<file path="src/rtl/valid_data_arbiter_if.sv">
// rtl/valid_data_arbiter_if.sv - requester and downstream handshake bundle for valid_data_arbiter
interface valid_data_arbiter_if #(
  parameter int NUM_REQ     = 4,
  parameter int BIT_OF_DATA = 8,
  parameter int SRC_W       = 2
) ();
  logic [NUM_REQ-1:0]             req;
  logic [NUM_REQ*BIT_OF_DATA-1:0] req_data;
  logic [NUM_REQ-1:0]             req_ack;
  logic                           out_valid;
  logic                           out_ready;
  logic [BIT_OF_DATA-1:0]         out_data;
  logic [SRC_W-1:0]               out_src;

  modport master (
    output req, req_data, out_ready,
    input  req_ack, out_valid, out_data, out_src
  );

  modport slave (
    input  req, req_data, out_ready,
    output req_ack, out_valid, out_data, out_src
  );
endinterface

</file>
<file path="src/rtl/valid_data_arbiter.sv">
// rtl/valid_data_arbiter.sv - round-robin arbiter feeding one shared holding register
module valid_data_arbiter #(
  parameter int                     NUM_REQ     = 4,
  parameter int                     BIT_OF_DATA = 8,
  parameter int                     SRC_W       = 2,
  parameter logic [BIT_OF_DATA-1:0] DEF_VALUE   = '0
) (
  input  logic              clk,
  input  logic              rst_n,
  valid_data_arbiter_if.slave bus
);

  localparam int PTR_W = $clog2(NUM_REQ);

  typedef enum logic {EMPTY = 1'b0, FULL = 1'b1} state_t;

  state_t                 state;
  state_t                 state_nxt;
  logic [PTR_W-1:0]       ptr;
  logic [PTR_W-1:0]       ptr_nxt;
  logic [PTR_W-1:0]       grant_idx;
  logic [PTR_W:0]         idx;
  logic                   found;
  logic                   load_en;
  logic [NUM_REQ-1:0]     ack;
  logic [BIT_OF_DATA-1:0] grant_data;
  logic [BIT_OF_DATA-1:0] data_q;
  logic [SRC_W-1:0]       src_q;

  // Gated by rst_n so no grant is ever shown while the register is held in reset.
  assign load_en = rst_n && (|bus.req) && ((state == EMPTY) || bus.out_ready);

  // Search ptr, ptr+1, ... with an explicit wrap so NUM_REQ need not be a power of two.
  always_comb begin
    found     = 1'b0;
    grant_idx = '0;
    idx       = '0;
    for (int k = 0; k < NUM_REQ; k++) begin
      idx = {1'b0, ptr} + (PTR_W+1)'(k);
      if (idx >= (PTR_W+1)'(NUM_REQ)) begin
        idx = idx - (PTR_W+1)'(NUM_REQ);
      end
      if (!found && bus.req[idx[PTR_W-1:0]]) begin
        found     = 1'b1;
        grant_idx = idx[PTR_W-1:0];
      end
    end
  end

  always_comb begin
    ack        = '0;
    grant_data = '0;
    for (int i = 0; i < NUM_REQ; i++) begin
      if (grant_idx == PTR_W'(i)) begin
        grant_data = bus.req_data[i*BIT_OF_DATA +: BIT_OF_DATA];
        ack[i]     = load_en;
      end
    end
  end

  always_comb begin
    ptr_nxt = (grant_idx == PTR_W'(NUM_REQ-1)) ? '0 : grant_idx + PTR_W'(1);
  end

  always_comb begin
    state_nxt = state;
    if (load_en) begin
      state_nxt = FULL;
    end else if ((state == FULL) && bus.out_ready) begin
      state_nxt = EMPTY;
    end
  end

  always_ff @(posedge clk or negedge rst_n) begin
    if (!rst_n) begin
      state <= EMPTY;
    end else begin
      state <= state_nxt;
    end
  end

  // The pointer moves only on a grant; stalls leave it untouched.
  always_ff @(posedge clk or negedge rst_n) begin
    if (!rst_n) begin
      ptr    <= '0;
      data_q <= DEF_VALUE;
      src_q  <= '0;
    end else if (load_en) begin
      ptr    <= ptr_nxt;
      data_q <= grant_data;
      src_q  <= SRC_W'(grant_idx);
    end
  end

  assign bus.req_ack   = ack;
  assign bus.out_valid = (state == FULL);
  assign bus.out_data  = data_q;
  assign bus.out_src   = src_q;

endmodule

</file>
<file path="src/flat_wrapper.sv">
// flat-port wrapper written by rule: the top's interface ports become plain ports
module valid_data_arbiter_flat 
#(
  parameter int                     NUM_REQ     = 4,
  parameter int                     BIT_OF_DATA = 8,
  parameter int                     SRC_W       = 2,
  parameter logic [BIT_OF_DATA-1:0] DEF_VALUE   = '0
)
  (clk, rst_n, bus_req, bus_req_data, bus_out_ready, bus_req_ack, bus_out_valid, bus_out_data, bus_out_src);
  valid_data_arbiter_if #(.NUM_REQ(NUM_REQ), .BIT_OF_DATA(BIT_OF_DATA), .SRC_W(SRC_W)) bus_i ();
  input  logic clk;
  input  logic rst_n;
  input wire logic [$bits(bus_i.req)-1:0] bus_req;
  input wire logic [$bits(bus_i.req_data)-1:0] bus_req_data;
  input wire logic [$bits(bus_i.out_ready)-1:0] bus_out_ready;
  output wire logic [$bits(bus_i.req_ack)-1:0] bus_req_ack;
  output wire logic [$bits(bus_i.out_valid)-1:0] bus_out_valid;
  output wire logic [$bits(bus_i.out_data)-1:0] bus_out_data;
  output wire logic [$bits(bus_i.out_src)-1:0] bus_out_src;
  assign bus_i.req = bus_req;
  assign bus_i.req_data = bus_req_data;
  assign bus_i.out_ready = bus_out_ready;
  assign bus_req_ack = bus_i.req_ack;
  assign bus_out_valid = bus_i.out_valid;
  assign bus_out_data = bus_i.out_data;
  assign bus_out_src = bus_i.out_src;
  valid_data_arbiter #(.NUM_REQ(NUM_REQ), .BIT_OF_DATA(BIT_OF_DATA), .SRC_W(SRC_W), .DEF_VALUE(DEF_VALUE)) u_core (.clk(clk), .rst_n(rst_n), .bus(bus_i));
endmodule
</file>
<file path="config.mk">
export PLATFORM = sky130hd
export DESIGN_NAME = valid_data_arbiter_flat
export DESIGN_NICKNAME = d
export VERILOG_FILES = /design/src/rtl/valid_data_arbiter_if.sv /design/src/rtl/valid_data_arbiter.sv /design/src/flat_wrapper.sv
export SDC_FILE = /design/constraint.sdc
export NUM_CORES = 1
export LEC_CHECK = 0
export CORE_MARGIN = 5
export CORE_UTILIZATION = 40
export DETAILED_ROUTE_END_ITERATION = 6
export MAX_ROUTING_LAYER = met4
export PLACE_DENSITY = 0.9
export SETUP_SLACK_MARGIN = 0.05
export SYNTH_ARGS = -nofsm -noshare
export SYNTH_HDL_FRONTEND = slang
export SYNTH_SLANG_ARGS = --single-unit
</file>
<file path="constraint.sdc">
create_clock -name clk -period 4.05 [get_ports clk]
set_input_delay 1.0125 -clock clk [delete_from_list [all_inputs] [get_ports clk]]
set_output_delay 1.0125 -clock clk [all_outputs]
set_load 0.005 [all_outputs]
</file>
==> impl_metrics.csv <==
group,metric,value,unit
drt,drc,0,
floorplan,ios,54,
grt,grt_pass1_wl,4609,um
finish,multi_input_area,540.5,um2
timing,period_share,97.12,%
placed_design,dp_cells,186,
floorplan,start_util,41.41,%
critical_path,path_buf_inv,2,
clocking,clock_path_buffers,2,
critical_path,reg2reg_depth,10,
finish,final_nets,207,
critical_path,cp_common_cell,"clkdlybuf4s50_1",
drt,finalWirelength,2935,um
finish,area.sequential,325.3,um2
run,cap_violations,0,
grt,grt_pass1_vias,1002,
timing,timing.hold.ws,500.5,ps
power_and_ir_drop,pwr-share-comb,62.5,%
finish,antennaDiodeCount,0,
clocking,cts_tree,"done",
critical_path,cpPeakStageDelay,590,ps
finish,n_fill_cell,158,
logic_synthesis,ys_warn_count,0,
outcome,status,"completed",
critical_path,critPathSlowestCell,"or4_4",
critical_path,crit_path_start_kind,"primary input",
timing,rsz0062_at_grt,"true",
power_and_ir_drop,seqPwrFrac,28.3,%
finish,drive_above_1_share,13.50,%
worst_hold_path,hold_class,"reg -> reg",
power_and_ir_drop,power_switching,0.0003046,W
clocking,htreeDepth,1,
critical_path,worstSetupEndpointType,"output port",
drt,ant_nets,0,
placed_design,place.port_buffers,53,
drt,post_drt_wl_per_cell,15.37,um
critical_path,worstPathRequired,3040,ps
drt,viasPerCell,5.267,
worst_hold_path,hold_path_startpoint,"u_core.bus.out_src[0]",
critical_path,r2r-start,"u_core.ptr[0]",
critical_path,crit_chain,"clkdlybuf4s50_1, or4_4, and3_4, and2_1, clkdlybuf4s50_1",
drt,drt_iter0_drc,46,
logic_synthesis,syn_inst,106,
clocking,clock_latency,270,ps
power_and_ir_drop,netSwitchingFraction,36.77,%
logic_synthesis,ys_seq_area_share,36.21,%
power_and_ir_drop,p_int,0.0005238,W
placed_design,gp_congestion,0.8646,
logic_synthesis,syn_area_per_cell,8.475,um2
timing,slew_viol_final,0,
clocking,cts_root_buffer,"clkbuf_4",
power_and_ir_drop,ir_drop,0.3655,mV
timing,tightest_slew,460.6,ps
timing,slew_headroom,69.23,%
timing,setup_viol,0,
logic_synthesis,syn_area,898.4,um2
critical_path,worstPathArrival,2920,ps
drt,via_count,1006,
logic_synthesis,synth_nets,149,
clocking,path_clk_slew,70,ps
power_and_ir_drop,power.density,534.3,mW/mm2
floorplan,dieWidth,57.39,um
drt,drt-pass1-iter-count,4,
finish,final_area,0.001550,mm2
placed_design,dp_hpwl,2340,um
critical_path,ff2ff_setup_slack,1590,ps
timing,fmax,254.2,MHz
timing,period_needed,3933,ps
grt,overflow,0,
power_and_ir_drop,p_leak,0.6887,nW
worst_hold_path,whs_path_depth,2,
critical_path,r2r_end,"u_core.bus.out_data[3]",
grt,grt_max_degree,17,
grt,grt_use_total,18.51,%
critical_path,critPathMaxFanout,5,
worst_hold_path,hold_path_end,"u_core.bus.out_src[0]",
critical_path,cp_top_family,"simple AND/OR/NAND/NOR gates",
timing,hold_viol,0,
floorplan,rows,17,
finish,stdcell_count,191,
grt,antenna_found_initial,0,
clocking,clock_sinks,13,
logic_synthesis,synth-seq-cells,13,
timing,fin_worst_skew,2.666,ps
placed_design,placed_cell_area,0.001468,mm2
clocking,cts.hold.buffers_added,0,
floorplan,core_area,0.002170,mm2
critical_path,criticalPathCategory,"in -> out",
finish,syn_to_final_growth,72.56,%
clocking,cts-buffers-inserted,3,
power_and_ir_drop,clkPwrFrac,9.2,%
logic_synthesis,synth_cell_types,23,
floorplan,dieArea,0.003294,mm2
floorplan,die_h,57.39,um
==> cell usage after synthesis <==
| library cell | n | area [um2] |
|---|---|---|
| buf_6 | 2 | 22.52 |
| nor2b_1 | 5 | 31.28 |
| and2_1 | 4 | 25.02 |
| o21ai_0 | 2 | 10.01 |
| dfrtp_1 | 13 | 325.3 |
| inv_1 | 10 | 37.54 |
| o22ai_1 | 1 | 6.260 |
| a221oi_1 | 7 | 61.31 |
| nor3b_1 | 1 | 7.510 |
| ha_1 | 4 | 50.05 |
| a21oi_1 | 17 | 85.08 |
| clkbuf_1 | 5 | 18.77 |
| nand2_1 | 9 | 33.78 |
| a2bb2oi_1 | 1 | 8.760 |
| mux2_4 | 2 | 30.03 |
| and3_4 | 1 | 11.26 |
| a22oi_1 | 1 | 7.510 |
| or4_4 | 1 | 11.26 |
| nor3_1 | 1 | 5.000 |
| nand3_1 | 1 | 5.000 |
| a211o_1 | 7 | 61.31 |
| nand2b_1 | 1 | 6.260 |
| nor2_1 | 10 | 37.54 |
==> how the worst max path moves through the flow <==
stage	startpoint	endpoint	slack (ps)	cells past startpoint
floorplan	bus_req[2]	bus_req_ack[3]	650	8
global placement	bus_req[2]	bus_req_ack[3]	50	8
detailed placement	bus_req[0]	bus_req_ack[3]	-40	8
CTS	bus_req[1]	bus_req_ack[3]	50	8
global route	bus_req[0]	bus_req_ack[3]	30	8
finish	bus_req[1]	bus_req_ack[3]	120	5
==> metal layers <==
layer | wire, um | GRT usage (%) | vias to the layer above | part of all wire [%]
met3 | 120 | 2.489 | 4 | 4.1
met2 | 1625 | 31.61 | 30 | 55
met4 | 47 | 9.603 | 0 | 1.6
li1 | - | - | 487 | -
met1 | 1141 | 20.77 | 485 | 39
met5 | 0 | - | - | 0
==> cell usage in the layout (no fill, tap or decap) <==
| master | count |
|---|---|
| ha_1 | 4 |
| mux2_4 | 2 |
| and3_4 | 1 |
| nand2b_1 | 1 |
| clkbuf_1 | 1 |
| nor2b_2 | 2 |
| clkdlybuf4s50_1 | 52 |
| nand2_1 | 9 |
| inv_1 | 9 |
| a22oi_1 | 1 |
| clkbuf_4 | 3 |
| dfrtp_1 | 13 |
| a21oi_1 | 17 |
| nor3_2 | 1 |
| o22ai_2 | 1 |
| nand3_1 | 1 |
| a2bb2oi_4 | 1 |
| or4_4 | 1 |
| buf_4 | 7 |
| nor3b_2 | 1 |
| and2_1 | 4 |
| nor2b_4 | 1 |
| nor2_1 | 10 |
| dlymetal6s2s_1 | 1 |
| inv_2 | 1 |
| nor2b_1 | 2 |
| o21ai_0 | 2 |
| a221oi_1 | 7 |
| a211o_1 | 7 |
==> worst min-delay path, stage by stage, from the launching register on <==
cell and delay, ps:
dfrtp_1 350, nand2_1 50, o21ai_0 70
==> power groups by stage <==
stage	Sequential, W	Clock (W)	Combinational (W)
floorplan	0.000227	0	0.000251
global placement	0.000226	0	0.000467
detailed placement	0.000228	0	0.000487
CTS	0.000227	0.0000786	0.000492
global route	0.000240	0.0000847	0.000564
finish	0.000234	0.0000764	0.000518
==> repair_timing <==
| item | CTS | global route |
|---|---|---|
| buffers inserted | 0 | 1 |
| pin swaps | 0 | 2 |
| gates resized for setup | 1 | 10 |
| endpoints found under the setup margin | 4 | 4 |
==> flip-flops by register name, indices dropped and copies added, names as in the netlist <==
signal                count
u_core.bus.out_src        2
u_core.bus.out_valid      1
u_core.bus.out_data       8
u_core.ptr                2
==> logic make-up (layout without fill, tap and decap cells) <==
| kind of cell | after synthesis | count (layout) | share of synthesized area (%) |
|---|---|---|---|
| adders and majority gates | 4 | 4 | 5.571 |
| DFF | 13 | 13 | 36.21 |
| AOI/OAI and AO/OA | 36 | 36 | 26.74 |
| buffers and inverters | 17 | 74 | 8.775 |
| muxes | 2 | 2 | 3.343 |
| and+or+nand+nor | 34 | 34 | 19.36 |
==> through the flow <==
step / setup TNS, ps / total power [W] / setup WS, ps / util (%)
2_1_floorplan: 0 / 0.0004781 / 651.4 / -
3_3_place_gp: 0 / 0.0006933 / 52.72 / 67.65
3_5_place_dp: -71.11 / 0.0007148 / -40.02 / 67.65
4_1_cts: 0 / 0.0007981 / 51.86 / 69.15
5_1_grt: 0 / 0.0008892 / 28.75 / 71.45
6_report: 0 / 0.0008283 / 116.7 / 71.45
==> layout make-up <==
| type | count | share of cell area [%] |
|---|---|---|
| clock buffers | 4 | 1.695 |
| well taps | 28 | 2.260 |
| inverters | 10 | 2.421 |
| repair buffers | 60 | 37.77 |
| flip-flops and latches | 13 | 20.98 |
| multi-input cells | 76 | 34.87 |
(Power assumes the default switching activity.)
==> patch 1, RTL diff (config.mk and constraints unchanged) <==
`SRC_W` is set to 2 in 3 places; all go to 3.
--- a/src/rtl/valid_data_arbiter_if.sv
+++ b/src/rtl/valid_data_arbiter_if.sv
@@ -2,7 +2,7 @@
 interface valid_data_arbiter_if #(
   parameter int NUM_REQ     = 4,
   parameter int BIT_OF_DATA = 8,
-  parameter int SRC_W       = 2
+  parameter int SRC_W       = 3
 ) ();
   logic [NUM_REQ-1:0]             req;
   logic [NUM_REQ*BIT_OF_DATA-1:0] req_data;
--- a/src/rtl/valid_data_arbiter.sv
+++ b/src/rtl/valid_data_arbiter.sv
@@ -2,7 +2,7 @@
 module valid_data_arbiter #(
   parameter int                     NUM_REQ     = 4,
   parameter int                     BIT_OF_DATA = 8,
-  parameter int                     SRC_W       = 2,
+  parameter int                     SRC_W       = 3,
   parameter logic [BIT_OF_DATA-1:0] DEF_VALUE   = '0
 ) (
   input  logic              clk,
--- a/src/flat_wrapper.sv
+++ b/src/flat_wrapper.sv
@@ -3,7 +3,7 @@
 #(
   parameter int                     NUM_REQ     = 4,
   parameter int                     BIT_OF_DATA = 8,
-  parameter int                     SRC_W       = 2,
+  parameter int                     SRC_W       = 3,
   parameter logic [BIT_OF_DATA-1:0] DEF_VALUE   = '0
 )
   (clk, rst_n, bus_req, bus_req_data, bus_out_ready, bus_req_ack, bus_out_valid, bus_out_data, bus_out_src);
Interface: changed (resized bus_out_src); port bits go from 54 to 55. No check against the original RTL was run, so the function may have changed too.
==> patch 1 against the unedited design <==
  * Global-route usage rose by 1.5 points
  * Critical endpoint is now bus_req_ack[0]
  * Synthesized cell count rose by 1.9%
  * Sequential share of layout area fell by 0.23 points
  * Design area rose by 1.1%
  * Maximum frequency rose by 1.2%
  * Area after synthesis rose by 1.3%
  * Hold slack improved by 20 ps
  * Total power rose by 0.55%
  * Sequential cell count did not move
  * Clock power rose by 3%
  * Count of clock-buffer cells in the layout did not move
  * Routed wire length rose by 12%
  * Setup slack improved by 47 ps
==> patch 1: results <==
synthesis:
  syn_area_per_cell_um2: 8.42
  ys_ff_latch: 13
  synth-seq-area-share: 0.358
  netlist-cell-type-count: 25
  ys_top_cells_by_area: "dfrtp_1 36%, a21oi_1 9.4%, a211o_1 6.7%, a221oi_1 6.7%, ha_1 5.5%"
  async_reset_ff_frac: 1.00
  syn_nets: 151
setup_path:
  cp_slowest_cell: "clkdlybuf4s50_1"
  cp-endpoint: "bus_req_ack[0]"
  crit_family: "buffers and inverters"
  cp_max_fo: 4
  rrSetupSlack_ps: 1580
  cp_slowest_stage_delay_ps: 500
  cp-startpoint: "bus_req[2]"
  timing.rr.start: "u_core.ptr[0]"
  cp.arrival_ps: 2870
layout:
  buffers: 62
  buf_share: 0.386
  antenna_cells: 0
  layout.comb_gates.multi_input: 77
  fillers: 148
  drive_gt1_frac: 0.139
  fin_cells: 194
  largest_reg_flops: 8
  multiInputGateArea_um2: 538
  final_net_count: 210
  seq_share: 0.208
  clock_area_frac: 0.0168
  n_all_inverters: 10
place:
  hpwl_mm: 2.57
  place_congestion: 0.781
  post_dp_cell_area_um2: 1470
  place_ws_ps: 53.0
global_route:
  grt_pass1_wl_mm: 4.86
  grt_max_degree: 17
  grt_util_all_layers: 0.200
  grt.overflow.total: 0
  grt_pass1_vias: 1082
pwr:
  max-vdd-ir-drop_uv: 352
  leakagePower_nw: 0.723
timing:
  hold_ws_ps: 520
  final.setup.worst_slack_ps: 164
  clock_skew_ps: 3.82
run_status:
  status: "finished clean"
detailed_routing:
  viasPerCell: 5.23
  drt_iter0_drc: 28
  first_pass_iters: 4
  wl_mm: 3.28
clocking:
  cts_tree: "done"
==> patch 1: cell count changes after synthesis, sizes merged <==
cell	before	now
conb	0	1
buf	2	3
==> patch 1: where the power goes <==
| group | internal (mW) | total (mW) | switching [mW] |
|---|---|---|---|
| sequential | 0.188 | 0.234 | 0.0459 |
| clock | 0.0382 | 0.0784 | 0.0402 |
| combinational | 0.293 | 0.520 | 0.228 |
| total | 0.519 | 0.833 | 0.314 |
==> patch 1: cells by family (layout without fill, tap and decap cells) <==
family,count (synthesis),after routing,synth area share
muxes,2,2,0.0330
and+or+nand+nor,34,34,0.191
buffers and inverters,18,76,0.0949
AOI/OAI and AO/OA,36,36,0.264
DFF,13,13,0.358
other,1,1,0.00412
adders and majority gates,4,4,0.0550
==> patch 1: metal layers <==
metal,GRT usage,part of all wire,vias to the layer above
met5,-,0,-
met4,0.119,0.040,0
met3,0.0512,0.052,15
met2,0.337,0.51,34
met1,0.208,0.39,473
li1,-,-,493
==> patch 2, RTL diff (same settings) <==
Without the edit above. Make the reset (`rst_n`) synchronous in 2 clocked blocks.
--- a/src/rtl/valid_data_arbiter.sv
+++ b/src/rtl/valid_data_arbiter.sv
@@ -71,7 +71,7 @@
     end
   end
 
-  always_ff @(posedge clk or negedge rst_n) begin
+  always_ff @(posedge clk) begin
     if (!rst_n) begin
       state <= EMPTY;
     end else begin
@@ -80,7 +80,7 @@
   end
 
   // The pointer moves only on a grant; stalls leave it untouched.
-  always_ff @(posedge clk or negedge rst_n) begin
+  always_ff @(posedge clk) begin
     if (!rst_n) begin
       ptr    <= '0;
       data_q <= DEF_VALUE;
Function: differs if rst_n is asserted again (counterexample within 4 cycles, from zero or initial values and one cycle with rst_n low); with rst_n held inactive, the same outputs for 10 cycles.
==> patch 2 against the unedited design <==
  * Design area rose by 1.3%
  * Sequential share of layout area fell by 4.4 points
  * Largest cell class is now multi-input gates
  * Core utilization rose by 0.22 points
  * First-iteration DRC count fell by 59%
  * Critical path type unchanged
  * Global-route usage rose by 1.5 points
  * Total power fell by 30%
  * Clock skew fell by 0.81 ps
  * Sequential cell count did not move
  * Routed wire length rose by 11%
  * Setup slack got worse by 54 ps
  * Area after synthesis rose by 1.1%
==> patch 2: results <==
timing:
  worst-slew-pin-transition_ps: 598
  post-route-period-util: 0.985
setup_path:
  cp-startpoint: "bus_req[2]"
  reg2reg_to: "u_core.bus.out_data[2]"
  cp_slowest_stage_delay_ps: 510
synthesis:
  netlist-cell-type-count: 28
  netlist_top_cells_count: "13 x a21oi_1, 13 x dfxtp_1, 11 x a21oi_2"
  synth_fa_ha_area_frac: 0.0551
  synth-seq-area-share: 0.287
  syn_inst: 107
  async_reset_ff_frac: 0
  ys_top_cells_by_area: "dfxtp_1 29%, a21oi_2 11%, a221oi_1 7.7%, a21oi_1 7.2%, a211o_1 6.7%"
  synth.area.mux_share: 0
detailed_routing:
  drt_iter0_drc: 19
  route.met2.wl_mm: 1.66
  viasPerCell: 5.41
  wl_met3_um: 193
  wl_met1_mm: 1.38
  wl_per_cell_um: 17.1
place:
  place_congestion: 0.895
  place_ws_ps: -37.2
run_status:
  status: "finished clean"
min_path:
  hold_path_end: "u_core.bus.out_src[1]"
pwr:
  max-vdd-ir-drop_uv: 269
global_route:
  met1_usage: 0.245
  grt_pass1_vias: 1031
  grt_pass1_wl_mm: 5.11
clocking:
  cts_resized: 5
-- patch 2: changes by cell type in the layout (fill, tap and decap cells not counted), moves of 4 or more --
cell     unedited run  this run
and2_4              0         4
dfxtp_1             0        13
a21oi_2             0        11
a21oi_1            17        13
nor2_1             10         2
dfrtp_1            13         0
and2_1              4         0
nand2_1             9         3
ha_1                4         0
-- patch 2: metrics by stage --
stage          setup TNS [ps]  hold WS (ps)  total power, mW
3_5_place_dp            -74.1           461            0.475
4_1_cts                     0           480            0.559
5_1_grt                     0           494            0.621
3_3_place_gp                0           452            0.462
6_report                    0           481            0.584
2_1_floorplan               0           452            0.338
-- patch 2: area by class of cell --
type,count,area (um2),share of cell area
sequential,13,260,0.166
timing repair buffer,60,587,0.374
clock buffer,4,26.3,0.0167
tap,28,35.0,0.0223
inverter,10,37.5,0.0239
multi-input combinational,76,624,0.398
